===== config.mk =====
export PLATFORM = sky130hd
export DESIGN_NAME = timer_irq
export DESIGN_NICKNAME = d
export VERILOG_FILES = /design/src/rtl/timer_irq.sv
export SDC_FILE = /design/constraint.sdc
export NUM_CORES = 1
export LEC_CHECK = 0
export BUFFER_PORTS_ARGS = -buffer_cell sky130_fd_sc_hd__buf_2
export CELL_PAD_IN_SITES_DETAIL_PLACEMENT = 1
export CELL_PAD_IN_SITES_GLOBAL_PLACEMENT = 1
export CORE_MARGIN = 1.5
export CORE_UTILIZATION = 41
export CTS_CLUSTER_DIAMETER = 50
export DETAILED_ROUTE_END_ITERATION = 12
export PLACE_DENSITY_LB_ADDON = 0.3
export SLEW_MARGIN = 10
export SYNTH_ARGS = -nofsm -noshare
export SYNTH_HDL_FRONTEND = slang
export SYNTH_SLANG_ARGS = --single-unit

===== constraint.sdc =====
create_clock -name clk_i -period 4.6 [get_ports clk_i]
set_input_delay 0.23 -clock clk_i [delete_from_list [all_inputs] [get_ports clk_i]]
set_output_delay 0.23 -clock clk_i [all_outputs]
set_load 0.01 [all_outputs]

===== src/rtl/timer_irq.sv =====
// timer_irq: memory-mapped 32-bit machine timer with periodic/one-shot match and sticky W1C pending flag.
// Define TIMER_PRESCALER_EN to add the 8-bit PRESC register and tick divider.
module timer_irq #(
  parameter int TIMER_INT_BIT = 0,
  parameter int INT_BUS       = 32
) (
  input  logic               clk_i,
  input  logic               rst_ni,
  input  logic               req_i,
  input  logic               we_i,
  input  logic [31:0]        addr_i,
  input  logic [31:0]        data_i,
  output logic [31:0]        data_o,
  output logic [INT_BUS-1:0] int_sig_o
);
  logic        en_q, en_d, ie_q, ie_d, pend_q, pend_d, one_q, one_d, int_q, int_d;
  logic [31:0] count_q, count_d, value_q, value_d, presc_rd;
  logic        wr, wr_ctrl, wr_count, wr_value, tick, match;
  logic [1:0]  sel;
  logic        unused_addr;
  assign unused_addr = ^{addr_i[31:4], addr_i[1:0]};
  assign sel      = addr_i[3:2];
  assign wr       = req_i & we_i;
  assign wr_ctrl  = wr & (sel == 2'd0);
  assign wr_count = wr & (sel == 2'd1);
  assign wr_value = wr & (sel == 2'd2);
`ifdef TIMER_PRESCALER_EN
  logic [7:0] presc_q, presc_d, div_q, div_d;
  logic       wr_presc;
  assign wr_presc = wr & (sel == 2'd3);
  assign tick     = en_q & (div_q == presc_q);
  assign presc_d  = wr_presc ? data_i[7:0] : presc_q;
  assign div_d    = (!en_q || wr_presc || tick) ? 8'd0 : div_q + 8'd1;
  assign presc_rd = {24'd0, presc_q};
`else
  assign tick     = en_q;
  assign presc_rd = '0;
`endif
  // A COUNT write in the same cycle suppresses matching entirely.
  assign match   = tick & ~wr_count & (value_q != 32'd0) & (count_q == value_q - 32'd1);
  assign count_d = wr_count ? data_i : !tick ? count_q : match ? 32'd0 : count_q + 32'd1;
  assign value_d = wr_value ? data_i : value_q;
  assign en_d    = wr_ctrl ? data_i[0] : en_q & ~(match & one_q);
  assign ie_d    = wr_ctrl ? data_i[1] : ie_q;
  assign one_d   = wr_ctrl ? data_i[3] : one_q;
  assign pend_d  = match | (pend_q & ~(wr_ctrl & data_i[2]));
  assign int_d   = pend_d & ie_d;
  assign data_o  = !(req_i && !we_i) ? 32'd0 :
                   sel == 2'd0 ? {28'd0, one_q, pend_q, ie_q, en_q} :
                   sel == 2'd1 ? count_q :
                   sel == 2'd2 ? value_q : presc_rd;
  always_comb begin
    int_sig_o = '0;
    int_sig_o[TIMER_INT_BIT] = int_q;
  end
  always_ff @(posedge clk_i or negedge rst_ni) begin
    if (!rst_ni) begin
      en_q    <= 1'b0;
      ie_q    <= 1'b0;
      pend_q  <= 1'b0;
      one_q   <= 1'b0;
      int_q   <= 1'b0;
      count_q <= '0;
      value_q <= '0;
`ifdef TIMER_PRESCALER_EN
      presc_q <= '0;
      div_q   <= '0;
`endif
    end else begin
      en_q    <= en_d;
      ie_q    <= ie_d;
      pend_q  <= pend_d;
      one_q   <= one_d;
      int_q   <= int_d;
      count_q <= count_d;
      value_q <= value_d;
`ifdef TIMER_PRESCALER_EN
      presc_q <= presc_d;
      div_q   <= div_d;
`endif
    end
  end
endmodule


# Word-level counts from Yosys, hierarchy flattened
# Index checks and enable logic that the tools add are counted.
# totals
output_inout_bits	64
reg_bits	69
# classes
muxes	9
n_eq_ne	3
add_sub_neg	2
bitwise	16
reduce_logical	5
# ops
op	count
$mux 32	7
$add 32x1->32 const B	1
$eq 32x32->1	1
$reduce_bool 32->1	1
$sub 32x1->32 const B	1
$and 1x1->1	12
$not 1->1	3
$eq 2x1->1 const B	1
$eq 2x2->1 const B	1
$logic_not 2->1	1
$mux 1	2
$reduce_bool 2->1	1
$logic_and 1x1->1	1
$logic_not 1->1	1
$or 1x1->1	1

# Depth between registers and ports, before layout
# logic_depth
depth_word	10
mapped_depth	13

# Worst setup path after synthesis
# OpenSTA, ideal clock, no wires.
# synth_timing
path_type	register -> register
start	register value_q[0]
end	register count_q[21]
t_arrival_ns	3.049
required_ns	4.476
setup_slack_ns	1.427
n_path_buf	2
setup_time_ns	0.124
synth_period_minus_slack_ns	3.173
path_stages_with_launch	13
cell_sequence	dfrtp_1 > buf_2 > inv_1 > ha_1 > or4b_2 > nor4_1 > xnor2_1 > nor4_1 > nand4_1 > or4_1 > buf_2 > a21boi_1 > a211o_1
# synth_via
elab_chain_cells	6
word_cells_on_any_way	8
classes_between	add/sub: 1; eq/ne: 1; mux: 3; bitwise: 2; reduce/logical: 1
# synth_lines
element	line_no	rtl
start: declaration	17	logic [31:0] count_q, count_d, value_q, value_d, presc_rd;
start signal: assignment	76	value_q <= value_d;
$sub 32x1->32 or $reduce_bool 32->1 (tied branches)	40	assign match = tick & ~wr_count & (value_q != 32'd0) & (count_q == value_q - 32'd1);
$eq 32x32->1 or $and 1x1->1 (tied branches)	40	
$and 1x1->1 (*)	40	
$mux 32 (*) (3 in series)	41	assign count_d = wr_count ? data_i : !tick ? count_q : match ? 32'd0 : count_q + 32'd1;
end signal: assignment	75	count_q <= count_d;
end: declaration	17	
# Every way passes the cells marked *; elsewhere a longest branch is shown, timed or not. The select of a mux whose other input is x is not followed.
# A chain may end at the register's enable or synchronous reset.

# Worst setup path after layout
# layout_timing
start	register value_q[0]
end	register count_q[1]
# The elaborated chain is that of the path after synthesis.

==> impl_metrics.ini <==
[setup_path]
arrival_ps = 4270
crit_type = flip-flop to flip-flop
required_ps = 4780
ff2ff_path_depth = 11
worst_setup_path_end_kind = flip-flop
cp_max_fo = 16
reg2reg_slack_ps = 510
crit_path_start_kind = flip-flop
worstReg2RegEnd = count_q[1]
startpoint = value_q[0]
reg2reg_from = value_q[0]

[yosys]
ys_seq_area_share_pct = 29.77
ys_ff_latch = 69
yosys.area_share.adder_pct = 0.6471
synth-xor-area-share_pct = 4.832
synth_edf_count = 0
synth_simple_gate_area_share_pct = 32.20
synth_top_cells_by_area = dfrtp_1, mux2_2, buf_4, nand2_1, a22oi_1
synth-async-reset-ratio_pct = 100.0
synth_top_family_by_area = simple AND/OR/NAND/NOR gates
synth_mux_area_share_pct = 7.787
synth_top_area_share_pct = 29.77
synth_top_area_cell = dfrtp_1
synth_cells = 708
ys_warn_count = 0
netlist_area_mm2 = 0.005801
yosysUniqueCellTypes = 65
syn_avg_cell_area_um2 = 8.193
synth_flop_cell = dfrtp_1
synth-compound-area-share_pct = 15.49

[sta]
setup_ws_ps = 506.2
setup_viol = 0
finalSetupTns_ps = 0
fmax_mhz = 244.3
relSlewSlack_pct = 27.43
finalMaxSlewViolations = 0
rsz0062_at_grt = false
worstMarginPinSlew_ps = 1088
hold_viol = 0
fin_skew_ps = 6.681
fin_crit_ps = 4094
fin_crit_sh_pct = 89.00

[routing]
wl_um = 17930
wl_per_cell_um = 19.41
viasPerCell = 5.969
drc = 0
first_pass_iters = 4
initialDrtViolationCount = 290
postRouteAntennaNets = 0
vias = 5515

[final_layout]
antenna_cells = 0
final_nets = 810
area_growth_pct = 10.79
final_common_cell = buf_2
drive_above_1_share_pct = 20.03
layout_common_cells = buf_2, dfrtp_1, nand2_1, nor2_1, a21oi_1

[place]
dp_hpwl_um = 12570
io_buffers = 70
place_congestion = 0.9053
preCtsSetupSlack_ps = 578.0

[clock_tree]
htreeDepth = 3
clk_pin_slew_ps = 50
root_buffer = clkbuf_16
numCtsBuffers = 9
cts_tree = done
worstSkewPairLatency_ps = 350
clock_path_buffers = 2
postCtsSetupRepairBufs = 0
cts.sinks = 69

[global_route]
grt-ovfl-total = 0
antenna_found_initial = 0
grt_pass1_wl_um = 29120
grt_pass1_vias = 5537
grt_usage_pct = 25.08
grt_max_degree = 67

[die]
die_x_um = 121.9
dieArea_mm2 = 0.01487
design.portCount = 132
initial_core_util_pct = 41.95
rows = 43
die_h_um = 121.9
fp.coreArea_mm2 = 0.01383

[power]
p_per_area_mw_per_mm2 = 477.7
total_power_mw = 3.070
vdd_ir_drop_max_v = 0.0002079
p_leak_nw = 2.618

[outcome]
status = finished clean

[hold_path]
hold_depth = 2
min_from = data_i[21]
min_to = count_q[21]
hold_path_class = primary input to flip-flop

[run]
cap_viol_max_count = 0
-- cell usage after synthesis, types with 5 or more instances --
cell	n
nor3_1	17
xnor2_1	19
nand3_1	12
and4b_1	5
a31oi_1	5
a22oi_1	29
nor4_1	14
clkbuf_1	48
buf_4	32
nand2_1	63
a21oi_1	38
nor2_1	53
nor2b_1	11
mux2i_1	8
dfrtp_1	69
mux2_2	33
buf_2	6
inv_1	12
and3_1	28
nand2b_1	7
nor4b_1	24
o21ai_0	36
or4_1	6
nand4_1	10
nor3b_1	28
xor2_1	13
or2_2	5
or3_1	11
-- state kept, by name, indices dropped and copies added, names as in the netlist --
name,flops
int_q,1
count_q,32
pend_q,1
en_q,1
one_q,1
ie_q,1
value_q,32
-- timing repair --
action / 4_1_cts / 5_1_grt
hold buffers: 1 / 0
resized for setup: 0 / 0
endpoints found under the hold margin: 30 / 0
-- per-stage QoR --
stage	hold slack (ps)	instances	utilization, %	instance area (um2)
after detailed placement	352.3	907	44.04	6090
after global routing	116.2	924	46.48	6426
after floorplan	-65.59	738	-	5913
after CTS	100.6	924	46.48	6426
final	108.8	924	46.48	6426
after global placement	356.7	907	44.04	6090
-- power by group --
group | leakage, nW | internal (mW) | switching, mW
Clock | 0.163 | 0.502 | 0.270
Combinational | 1.71 | 0.567 | 0.658
Sequential | 0.747 | 0.748 | 0.324
-- worst max path at each step --
stage / to / slack [ps]
after global placement: count_q[1] / 700
after CTS: count_q[1] / 550
final: count_q[1] / 510
after detailed placement: count_q[1] / 580
after floorplan: count_q[21] / 1430
after global routing: count_q[1] / 240
-- final cells by class --
| cell class | count | area (um2) |
|---|---|---|
| clock buffers | 12 | 256.5 |
| clock inverters | 4 | 70.07 |
| fillers | 1681 | 7401 |
| inverters | 12 | 45.04 |
| multi-input cells | 565 | 3659 |
| flip-flops and latches | 69 | 1728 |
| well taps | 180 | 225.2 |
| repair buffers | 82 | 442.9 |
-- routing by layer --
layer  part of all wire (%)  up-vias  GRT usage [%]
met5                      0        -              0
met4                    2.6        0          9.632
met3                    5.0       32          3.418
met2                     47      151          40.52
met1                     45     2741          34.06
li1                       -     2591              -
-- logic make-up (layout without fill, tap and decap cells) --
family / after synthesis / in the layout
AND/OR/NAND/NOR: 317 / 317
AO/OA/AOI/OAI: 141 / 141
buffers and inverters: 104 / 110
flip-flops: 69 / 69
multiplexers: 41 / 41
XOR/XNOR: 32 / 32
adder cells (fa/ha/maj): 3 / 3
other: 1 / 31
-- critical path, stage by stage (launching register included) --
cell and delay [ps]:
dfrtp_1 510, inv_1 150, ha_1 290, nand2b_1 230, nor4_1 630, nand3_1 240
nor4_1 450, o2111ai_1 190, or4_1 660, buf_4 300, a31oi_1 170, o21ai_0 90
(Power assumes the default switching activity.)
